===== src/rtl/mac_lanes.sv =====
// mac_lanes: LANES signed multiply-accumulate lanes fed by one broadcast activation.
// Optional build macro MAC_LANES_SAT_EN: sticky saturating accumulators instead of wrap.
module mac_lanes #(
  parameter int unsigned LANES  = 4,
  parameter int unsigned DATA_W = 8,
  parameter int unsigned ACC_W  = 32,
  parameter int unsigned LEN_W  = 8
) (
  input  logic                    clk_i,
  input  logic                    rst_i,
  input  logic                    start_i,
  input  logic [LEN_W-1:0]        len_i,
  input  logic                    in_valid_i,
  output logic                    in_ready_o,
  input  logic [DATA_W-1:0]       in_data_i,
  input  logic [LANES*DATA_W-1:0] in_weight_i,
  output logic                    out_valid_o,
  input  logic                    out_ready_i,
  output logic [LANES*ACC_W-1:0]  out_data_o,
  output logic                    busy_o
);

  localparam int unsigned PROD_W = 2 * DATA_W;
  localparam int unsigned SUM_W  = ACC_W + 1;

  typedef enum logic [1:0] {
    IDLE,
    ACC,
    DRAIN,
    OUT
  } state_e;

  state_e                   state_q, state_d;
  logic [LEN_W-1:0]         cnt_q, cnt_d;
  logic [LEN_W-1:0]         len_q, len_d;
  logic                     prod_vld_q, prod_vld_d;
  logic signed [PROD_W-1:0] prod_q [LANES];
  logic signed [PROD_W-1:0] prod_d [LANES];
  logic signed [ACC_W-1:0]  acc_q  [LANES];
  logic signed [ACC_W-1:0]  acc_d  [LANES];
  logic                     in_ready_q, in_ready_d;
  logic                     out_valid_q, out_valid_d;
  logic                     busy_q, busy_d;
  logic [LANES*ACC_W-1:0]   out_data_q, out_data_d;

  logic                     accept_c;
  logic signed [PROD_W-1:0] act_ext_c;
  logic signed [PROD_W-1:0] wgt_ext_c [LANES];

`ifdef MAC_LANES_SAT_EN
  localparam logic signed [ACC_W-1:0] ACC_MAX = {1'b0, {(ACC_W-1){1'b1}}};
  localparam logic signed [ACC_W-1:0] ACC_MIN = {1'b1, {(ACC_W-1){1'b0}}};

  logic [LANES-1:0]         sat_q, sat_d;
  logic signed [SUM_W-1:0]  sum_c [LANES];
`endif

  assign accept_c = in_valid_i && in_ready_q;

  // Sign-extend operands to product width so the multiply is a plain signed one.
  always_comb begin
    act_ext_c = PROD_W'($signed(in_data_i));
    for (int k = 0; k < LANES; k++) begin
      wgt_ext_c[k] = PROD_W'($signed(in_weight_i[k*DATA_W +: DATA_W]));
    end
  end

  // Next-state: stage-1 products, stage-2 accumulate, control FSM, registered outputs.
  always_comb begin
    state_d    = state_q;
    cnt_d      = cnt_q;
    len_d      = len_q;
    prod_vld_d = 1'b0;
    out_data_d = out_data_q;
    for (int k = 0; k < LANES; k++) begin
      prod_d[k] = prod_q[k];
      acc_d[k]  = acc_q[k];
    end
`ifdef MAC_LANES_SAT_EN
    sat_d = sat_q;
    for (int k = 0; k < LANES; k++) begin
      sum_c[k] = SUM_W'(acc_q[k]) + SUM_W'(prod_q[k]);
    end
`endif

    if (accept_c) begin
      prod_vld_d = 1'b1;
      for (int k = 0; k < LANES; k++) begin
        prod_d[k] = act_ext_c * wgt_ext_c[k];
      end
    end

    if (prod_vld_q) begin
      for (int k = 0; k < LANES; k++) begin
`ifdef MAC_LANES_SAT_EN
        if (!sat_q[k]) begin
          if (sum_c[k][ACC_W] != sum_c[k][ACC_W-1]) begin
            acc_d[k] = sum_c[k][ACC_W] ? ACC_MIN : ACC_MAX;
            sat_d[k] = 1'b1;
          end else begin
            acc_d[k] = sum_c[k][ACC_W-1:0];
          end
        end
`else
        acc_d[k] = acc_q[k] + ACC_W'(prod_q[k]);
`endif
      end
    end

    case (state_q)
      IDLE: begin
        if (start_i) begin
          cnt_d      = '0;
          len_d      = len_i;
          prod_vld_d = 1'b0;
          for (int k = 0; k < LANES; k++) begin
            acc_d[k] = '0;
          end
`ifdef MAC_LANES_SAT_EN
          sat_d = '0;
`endif
          if (len_i == '0) begin
            state_d    = OUT;
            out_data_d = '0;
          end else begin
            state_d = ACC;
          end
        end
      end
      ACC: begin
        if (accept_c) begin
          cnt_d = cnt_q + LEN_W'(1);
          if (cnt_q == len_q - LEN_W'(1)) begin
            state_d = DRAIN;
          end
        end
      end
      DRAIN: begin
        // Leave once the last product has landed in the accumulators.
        if (!prod_vld_q) begin
          state_d = OUT;
          for (int k = 0; k < LANES; k++) begin
            out_data_d[k*ACC_W +: ACC_W] = acc_q[k];
          end
        end
      end
      OUT: begin
        if (out_ready_i) begin
          state_d    = IDLE;
          out_data_d = '0;
        end
      end
      default: state_d = IDLE;
    endcase

    in_ready_d  = (state_d == ACC);
    out_valid_d = (state_d == OUT);
    busy_d      = (state_d != IDLE);
  end

  always_ff @(posedge clk_i) begin
    if (rst_i) begin
      state_q     <= IDLE;
      cnt_q       <= '0;
      len_q       <= '0;
      prod_vld_q  <= 1'b0;
      in_ready_q  <= 1'b0;
      out_valid_q <= 1'b0;
      busy_q      <= 1'b0;
      out_data_q  <= '0;
      for (int k = 0; k < LANES; k++) begin
        prod_q[k] <= '0;
        acc_q[k]  <= '0;
      end
`ifdef MAC_LANES_SAT_EN
      sat_q <= '0;
`endif
    end else begin
      state_q     <= state_d;
      cnt_q       <= cnt_d;
      len_q       <= len_d;
      prod_vld_q  <= prod_vld_d;
      in_ready_q  <= in_ready_d;
      out_valid_q <= out_valid_d;
      busy_q      <= busy_d;
      out_data_q  <= out_data_d;
      for (int k = 0; k < LANES; k++) begin
        prod_q[k] <= prod_d[k];
        acc_q[k]  <= acc_d[k];
      end
`ifdef MAC_LANES_SAT_EN
      sat_q <= sat_d;
`endif
    end
  end

  assign in_ready_o  = in_ready_q;
  assign out_valid_o = out_valid_q;
  assign out_data_o  = out_data_q;
  assign busy_o      = busy_q;

endmodule


===== config.mk =====
export PLATFORM = sky130hd
export DESIGN_NAME = mac_lanes
export DESIGN_NICKNAME = d
export VERILOG_FILES = /design/src/rtl/mac_lanes.sv
export SDC_FILE = /design/constraint.sdc
export NUM_CORES = 1
export LEC_CHECK = 0
export BUFFER_PORTS_ARGS = -buffer_cell sky130_fd_sc_hd__buf_2
export CORE_MARGIN = 5
export CORE_UTILIZATION = 57
export DETAILED_ROUTE_END_ITERATION = 7
export PLACE_DENSITY = 0.87
export SYNTH_ARGS = -nofsm -noshare
export SYNTH_HDL_FRONTEND = slang
export SYNTH_SLANG_ARGS = --single-unit

===== constraint.sdc =====
create_clock -name clk_i -period 5.3 [get_ports clk_i]
set_input_delay 1.06 -clock clk_i [delete_from_list [all_inputs] [get_ports clk_i]]
set_output_delay 1.06 -clock clk_i [all_outputs]
set_load 0.02 [all_outputs]

; ---- Word level (Yosys, flattened, before mapping)
; Memory sizes are Yosys's and may differ from the RTL's.
; Index checks and enable logic that the tools add are counted.
[classes]
add_sub_neg = 6
n_mul = 4
n_div = 0
magnitude_cmp = 0
eq_ne = 11
n_shift = 0
n_mux = 33
bitwise_logic = 8
reduce_logical = 9
[ops]
columns = op, n
row1 = two-way mux 128 bit, 7
row2 = one-hot mux 128 bit (3 select lines), 1
row3 = adder 32 x 16 -> 32 bit, 4
row4 = two-way mux 32 bit, 4
row5 = multiplier 8 x 8 -> 16 bit, 4
row6 = two-way mux 16 bit, 4
row7 = two-way mux 64 bit, 1
row8 = two-way mux 8 bit, 2
row9 = one-hot mux 8 bit (2 select lines), 1
row10 = two-way mux 2 bit, 6
row11 = "!= test 2 bit, second input constant", 5
row12 = "adder 8 x 1 -> 8 bit, second input constant", 1
row13 = == test 8 bit, 1
row14 = zero test 8 bit, 1
row15 = bitwise OR 1 bit, 8
row16 = one-hot mux 2 bit (4 select lines), 1
row17 = "subtractor 8 x 1 -> 8 bit, second input constant", 1
row18 = "== test 2 bit, second input constant", 3
row19 = two-way mux 1 bit, 6
row20 = AND reduction 5 bit, 1
row21 = "== test 2 x 1 -> 1 bit, second input constant", 2
row22 = nonzero test 2 bit, 2
row23 = AND reduction 3 bit, 1
row24 = nonzero test 3 bit, 1
row25 = 3 further kinds, 3
[totals]
register_bits = 150
latch_bits = 0
mem_bits_rw = 192
mem_bits_ro = 0
output_inout_bits = 131
wordCells = 81
mem_count = 2
[memory_table]
columns = memory, words, width, rd, rd_clocked_by_memory_dff, wr, line_no
row1 = acc_q, 4, 32, 4, 0, 4, 39  ; logic signed [ACC_W-1:0] acc_q [LANES];
row2 = prod_q, 4, 16, 4, 0, 4, 37  ; logic signed [PROD_W-1:0] prod_q [LANES];

; ---- Logic depth before layout (Yosys ltp)
[logic_depth]
ltp_word = 6
depth_mapped = 22
ltp_nobuf = 21

; ---- Least setup slack after synthesis
; Ideal clock, no wire load.
[synth_path]
path_kind = input to register
startpoint = in in_data_i[5]
endpoint = mem prod_q[2][14] in the netlist's numbering
t_arrival_ns = 5.046
path_slack_ns = 0.148
path_stages = 19
n_path_buf = 1
cell_sequence = clkbuf_1 > and2_1 > fa_1 > inv_1 > fa_1 > inv_1 > fa_1 > inv_1 > fa_1 > inv_1 > ha_1 > o21ai_1 > a21boi_0 > o21ai_0 > a21boi_0 > o21ai_0 > a21boi_0 > o21a_1 > o311ai_0
[synth_lines]
columns = element, line_no
row1 = start: declaration, 15  ; input logic [DATA_W-1:0] in_data_i,
row2 = end: declaration, 37

==> run_summary.xml <==
<?xml version="1.0" encoding="UTF-8"?>
<metrics>
  <group name="clock_network">
    <metric name="cts.root.buffer_cell" unit="">sky130_fd_sc_hd__clkbuf_16</metric>
    <metric name="cts-root-to-sink-buffers" unit="">3</metric>
    <metric name="postCtsSetupBuffers" unit="">0</metric>
    <metric name="worstSkewPairLatency" unit="ns">0.53</metric>
    <metric name="numCtsBuffers" unit="">36</metric>
    <metric name="tritoncts" unit="">yes</metric>
    <metric name="post_cts_resize_count" unit="">0</metric>
    <metric name="cts_htree_levels" unit="">2</metric>
    <metric name="cts.hold.buffers_added" unit="">0</metric>
    <metric name="clock-sinks" unit="">342</metric>
    <metric name="clock_pin_slew_of_the_registers_on_the_worst_case_setup_and_hold_paths" unit="ns">0.06</metric>
  </group>
  <group name="cells_and_area">
    <metric name="fillCellCount" unit="">3977</metric>
    <metric name="area.growth.synth_to_final" unit="%">12.0</metric>
    <metric name="stdcell_area" unit="sq um">31800</metric>
    <metric name="drive_gt1_frac" unit="">0.111</metric>
    <metric name="finish.utilization" unit="">0.647</metric>
    <metric name="nets" unit="">4148</metric>
  </group>
  <group name="power_and_ir_drop">
    <metric name="power.share.switching" unit="">0.375</metric>
    <metric name="total_switching_power" unit="W">0.00396</metric>
    <metric name="vdd_ir_drop_max" unit="uV">273</metric>
    <metric name="power" unit="W">0.0105</metric>
    <metric name="combinationalPowerShare" unit="">0.470</metric>
    <metric name="leakage_power" unit="nW">14.7</metric>
    <metric name="power.density_cell_area" unit="nW/um^2">331</metric>
    <metric name="share_clk_of_total_power" unit="">0.258</metric>
    <metric name="power.share.sequential" unit="">0.272</metric>
    <metric name="intPower" unit="W">0.00659</metric>
  </group>
  <group name="route">
    <metric name="met2_wirelength" unit="mm">31.8</metric>
    <metric name="dr_wl_met3" unit="mm">4.93</metric>
    <metric name="detailroute.via_count" unit="">24700</metric>
    <metric name="viasPerCell" unit="">5.72</metric>
    <metric name="drtAntennaViolNets" unit="">0</metric>
    <metric name="routed.top_layer" unit="">met5</metric>
    <metric name="finalWirelength" unit="mm">70.5</metric>
    <metric name="route.layer.met1.wl" unit="mm">31.7</metric>
    <metric name="post-route-drc-count" unit="">0</metric>
    <metric name="drt_iter0_drc" unit="">1960</metric>
    <metric name="first_pass_iters" unit="">6</metric>
    <metric name="wl_per_cell" unit="um">16.3</metric>
  </group>
  <group name="timing">
    <metric name="hold_viol_final" unit="">0</metric>
    <metric name="setup_ws" unit="ns">0.263</metric>
    <metric name="max_slew_margin" unit="">0.210</metric>
    <metric name="fin_crit_sh" unit="">0.950</metric>
    <metric name="final_period_minus_worst_setup_slack" unit="ns">5.04</metric>
    <metric name="fmax" unit="GHz">0.199</metric>
    <metric name="timing.clock.skew" unit="ns">0.0149</metric>
    <metric name="report.final.slew_viol_count" unit="">0</metric>
    <metric name="grt_setup_unrepaired" unit="">false</metric>
    <metric name="worstMarginPinSlew" unit="ns">1.18</metric>
    <metric name="setup_viol" unit="">0</metric>
    <metric name="final.hold.worst_slack" unit="ns">0.444</metric>
  </group>
  <group name="synth">
    <metric name="synth_compound_gate_area_share" unit="">0.162</metric>
    <metric name="syn-cell-area" unit="sq um">28400</metric>
    <metric name="synth_fp_nets" unit="">3961</metric>
    <metric name="synth_top_area_cell" unit="">sky130_fd_sc_hd__dfxtp_1</metric>
    <metric name="largest_family_of_logic_cells_by_synthesized_area" unit="">adder cells</metric>
    <metric name="synthArstFlopShare" unit="">0</metric>
    <metric name="post_synth_most_frequent_cells" unit="">sky130_fd_sc_hd__nand2_1, sky130_fd_sc_hd__inv_1, sky130_fd_sc_hd__a21oi_1, sky130_fd_sc_hd__dfxtp_1, sky130_fd_sc_hd__ha_1</metric>
    <metric name="ys_seq_elements" unit="">342</metric>
    <metric name="postSynthAreaPerCell" unit="sq um">8.25</metric>
    <metric name="yosysWarningCount" unit="">0</metric>
    <metric name="yosysMostFrequentCell" unit="">sky130_fd_sc_hd__nand2_1</metric>
    <metric name="synth-seq-area-share" unit="">0.241</metric>
    <metric name="synth.area.top_cells" unit="">sky130_fd_sc_hd__dfxtp_1, sky130_fd_sc_hd__fa_1, sky130_fd_sc_hd__ha_1</metric>
    <metric name="adder_cell_share_of_the_synthesized_area" unit="">0.265</metric>
    <metric name="yosys-mux-area-fraction" unit="">0.0221</metric>
    <metric name="synth_largest_type_area_fraction" unit="">0.241</metric>
    <metric name="xor_xnor_cell_area_share_of_the_yosys_netlist" unit="">0.0423</metric>
    <metric name="synth-edff-count" unit="">0</metric>
    <metric name="synth_flop_cell" unit="">sky130_fd_sc_hd__dfxtp_1</metric>
    <metric name="synth_simple_gate_area_frac" unit="">0.200</metric>
    <metric name="synthCells" unit="">3442</metric>
    <metric name="synth_cell_type_count" unit="">73</metric>
  </group>
  <group name="min_path">
    <metric name="min_delay_path_depth" unit="">2</metric>
    <metric name="start_point_of_the_worst_min_delay_path" unit="">out_data_o[85]$_SDFFE_PP0P_</metric>
    <metric name="hold_path.class" unit="">register to register</metric>
    <metric name="min_to" unit="">out_data_o[85]$_SDFFE_PP0P_</metric>
  </group>
  <group name="global_routing">
    <metric name="largest_net_degree_at_the_start_of_global_routing" unit="">84</metric>
    <metric name="grt_antenna_before_repair" unit="">3</metric>
    <metric name="grt_util_all_layers" unit="">0.254</metric>
    <metric name="grt_overflow_total" unit="">0</metric>
    <metric name="grt_pass1_vias" unit="">24000</metric>
    <metric name="global_route_wire_length_before_repair" unit="mm">117</metric>
  </group>
  <group name="run">
    <metric name="max_cap_violations" unit="">0</metric>
  </group>
  <group name="placed_design">
    <metric name="hpwl" unit="mm">53.6</metric>
    <metric name="dpl-instance-area" unit="sq um">30500</metric>
    <metric name="numPortBuffers" unit="">183</metric>
    <metric name="place.gp.congestion" unit="">0.940</metric>
    <metric name="pre_cts_slack" unit="ns">-0.348</metric>
  </group>
  <group name="critical_path">
    <metric name="critical_path.most_common_cell" unit="">sky130_fd_sc_hd__inv_1</metric>
    <metric name="cp_slowest_cell" unit="">sky130_fd_sc_hd__fa_1</metric>
    <metric name="cp_max_fo" unit="">23</metric>
    <metric name="worst_setup_path_start_kind" unit="">input pin</metric>
    <metric name="r2r-start" unit="">prod_q[3][15]$_SDFFE_PP0P_</metric>
    <metric name="capture_instance_of_the_worst_register_to_register_path" unit="">acc_q[3][29]$_SDFF_PP0_</metric>
    <metric name="critical_path.endpoint_type" unit="">register</metric>
    <metric name="r2r_setup_slack" unit="ns">1.81</metric>
    <metric name="cp_data_required_time" unit="ns">5.68</metric>
    <metric name="timing.setup.critical_path_class" unit="">input pin to register</metric>
    <metric name="cp_cell_sequence" unit="">clkbuf_4 &gt; and2_1 &gt; fa_1 &gt; inv_1 &gt; fa_1 &gt; inv_1 &gt; fa_1 &gt; inv_1 &gt; fa_1 &gt; inv_1 &gt; ha_1 &gt; buf_4 &gt; inv_1 &gt; o21ai_0 &gt; a21oi_1 &gt; o21ai_0 &gt; a21oi_1 &gt; a21oi_1 &gt; xnor2_1 &gt; a21oi_1</metric>
    <metric name="arrival" unit="ns">5.41</metric>
    <metric name="r2r.worst_path.cells" unit="">9</metric>
    <metric name="timing.critical_path.from" unit="">in_data_i[3]</metric>
    <metric name="stage_delay_of_the_slowest_cell_on_the_critical_path" unit="ns">0.53</metric>
  </group>
  <group name="die">
    <metric name="chipWidth" unit="um">233</metric>
    <metric name="rows" unit="">81</metric>
    <metric name="core_area" unit="sq um">49200</metric>
    <metric name="die_h" unit="um">233</metric>
    <metric name="boundaryPins" unit="">184</metric>
    <metric name="floorplan.initialDensity" unit="">0.578</metric>
    <metric name="floorplan.die_area" unit="sq um">54400</metric>
  </group>
  <group name="run_status">
    <metric name="run_status" unit="">finished clean</metric>
  </group>
</metrics>
==> stage by stage <==
| stage | TNS (ns) | std cells |
|---|---|---|
| 2_1_floorplan | 0 | 3442 |
| 3_3_place_gp | -0.731 | 4255 |
| 3_5_place_dp | -2.91 | 4255 |
| 4_1_cts | 0 | 4319 |
| 5_1_grt | 0 | 4319 |
| 6_report | 0 | 4320 |
==> power by group through the flow <==
stage | clock network, W | registers, W | logic (W)
2_1_floorplan | 0 | 0.00283 | 0.00357
3_3_place_gp | 0 | 0.00291 | 0.00466
3_5_place_dp | 0 | 0.00292 | 0.00488
4_1_cts | 0.00275 | 0.00286 | 0.00492
5_1_grt | 0.00285 | 0.00288 | 0.00563
6_report | 0.00272 | 0.00287 | 0.00496
==> cell type report <==
cell class | count | area [sq um] | area share
antenna | 1 | 2.50 | 0.0000787
clock buffer | 47 | 1000 | 0.0315
clock inverter | 17 | 262 | 0.00822
inverter | 358 | 1340 | 0.0422
multi-input combinational | 2586 | 19700 | 0.618
sequential | 342 | 6850 | 0.215
tap | 664 | 831 | 0.0261
timing repair buffer | 305 | 1870 | 0.0587
==> worst max path at each step <==
| stage | end | slack (ns) | cells after the start |
|---|---|---|---|
| 2_1_floorplan | prod_q[2][14]$_SDFFE_PP0P_ | 0.15 | 19 |
| 3_3_place_gp | prod_q[1][14]$_SDFFE_PP0P_ | -0.14 | 19 |
| 3_5_place_dp | prod_q[2][14]$_SDFFE_PP0P_ | -0.35 | 22 |
| 4_1_cts | prod_q[2][14]$_SDFFE_PP0P_ | 0.19 | 22 |
| 5_1_grt | prod_q[1][14]$_SDFFE_PP0P_ | 0.01 | 20 |
| 6_report | prod_q[2][15]$_SDFFE_PP0P_ | 0.26 | 20 |
==> layout by cell type (no fill, tap or decap), drive strengths merged, types with 24 or more instances in the layout <==
master / n
clkbuf: 49
o21bai: 27
nand3: 200
nor2b: 35
fa: 224
a21oi: 349
and2: 169
a21o: 88
ha: 242
mux2i: 56
buf: 303
a211oi: 34
nor2: 166
dfxtp: 342
xor2: 40
xnor2: 97
and3: 24
o21ai: 101
inv: 356
nor3: 65
nand2: 413
==> cell families after synthesis <==
| kind of cell | count (synthesis) |
|---|---|
| adder cells (fa/ha/maj) | 466 |
| buffers and inverters | 514 |
| multiplexers | 61 |
| flip-flops | 342 |
| AND/OR/NAND/NOR | 1176 |
| AO/OA/AOI/OAI | 746 |
| XOR/XNOR | 137 |
==> sequential cells by signal, summed over array words and instances (netlist names), 2 cells and up <==
| name | flops |
|---|---|
| len_q | 8 |
| out_data_o | 128 |
| cnt_q | 8 |
| prod_q | 64 |
| acc_q | 128 |
| state_q | 2 |
==> per-layer routing <==
metal / track usage / vias up
met2: 0.412 / 877
met1: 0.357 / 11700
li1: - / 12000
met4: 0.0738 / 6
met5: 0 / -
met3: 0.0359 / 143
==> critical path, delay by kind of cell <==
kind / cells / cell delay, ns
compound gates: 6 / 1.11
xor+xnor: 1 / 0.17
fa+ha+maj: 5 / 2.25
buf+inv: 7 / 0.60
simple gates: 1 / 0.21
No activity file was read; power rests on OpenSTA's default activity.
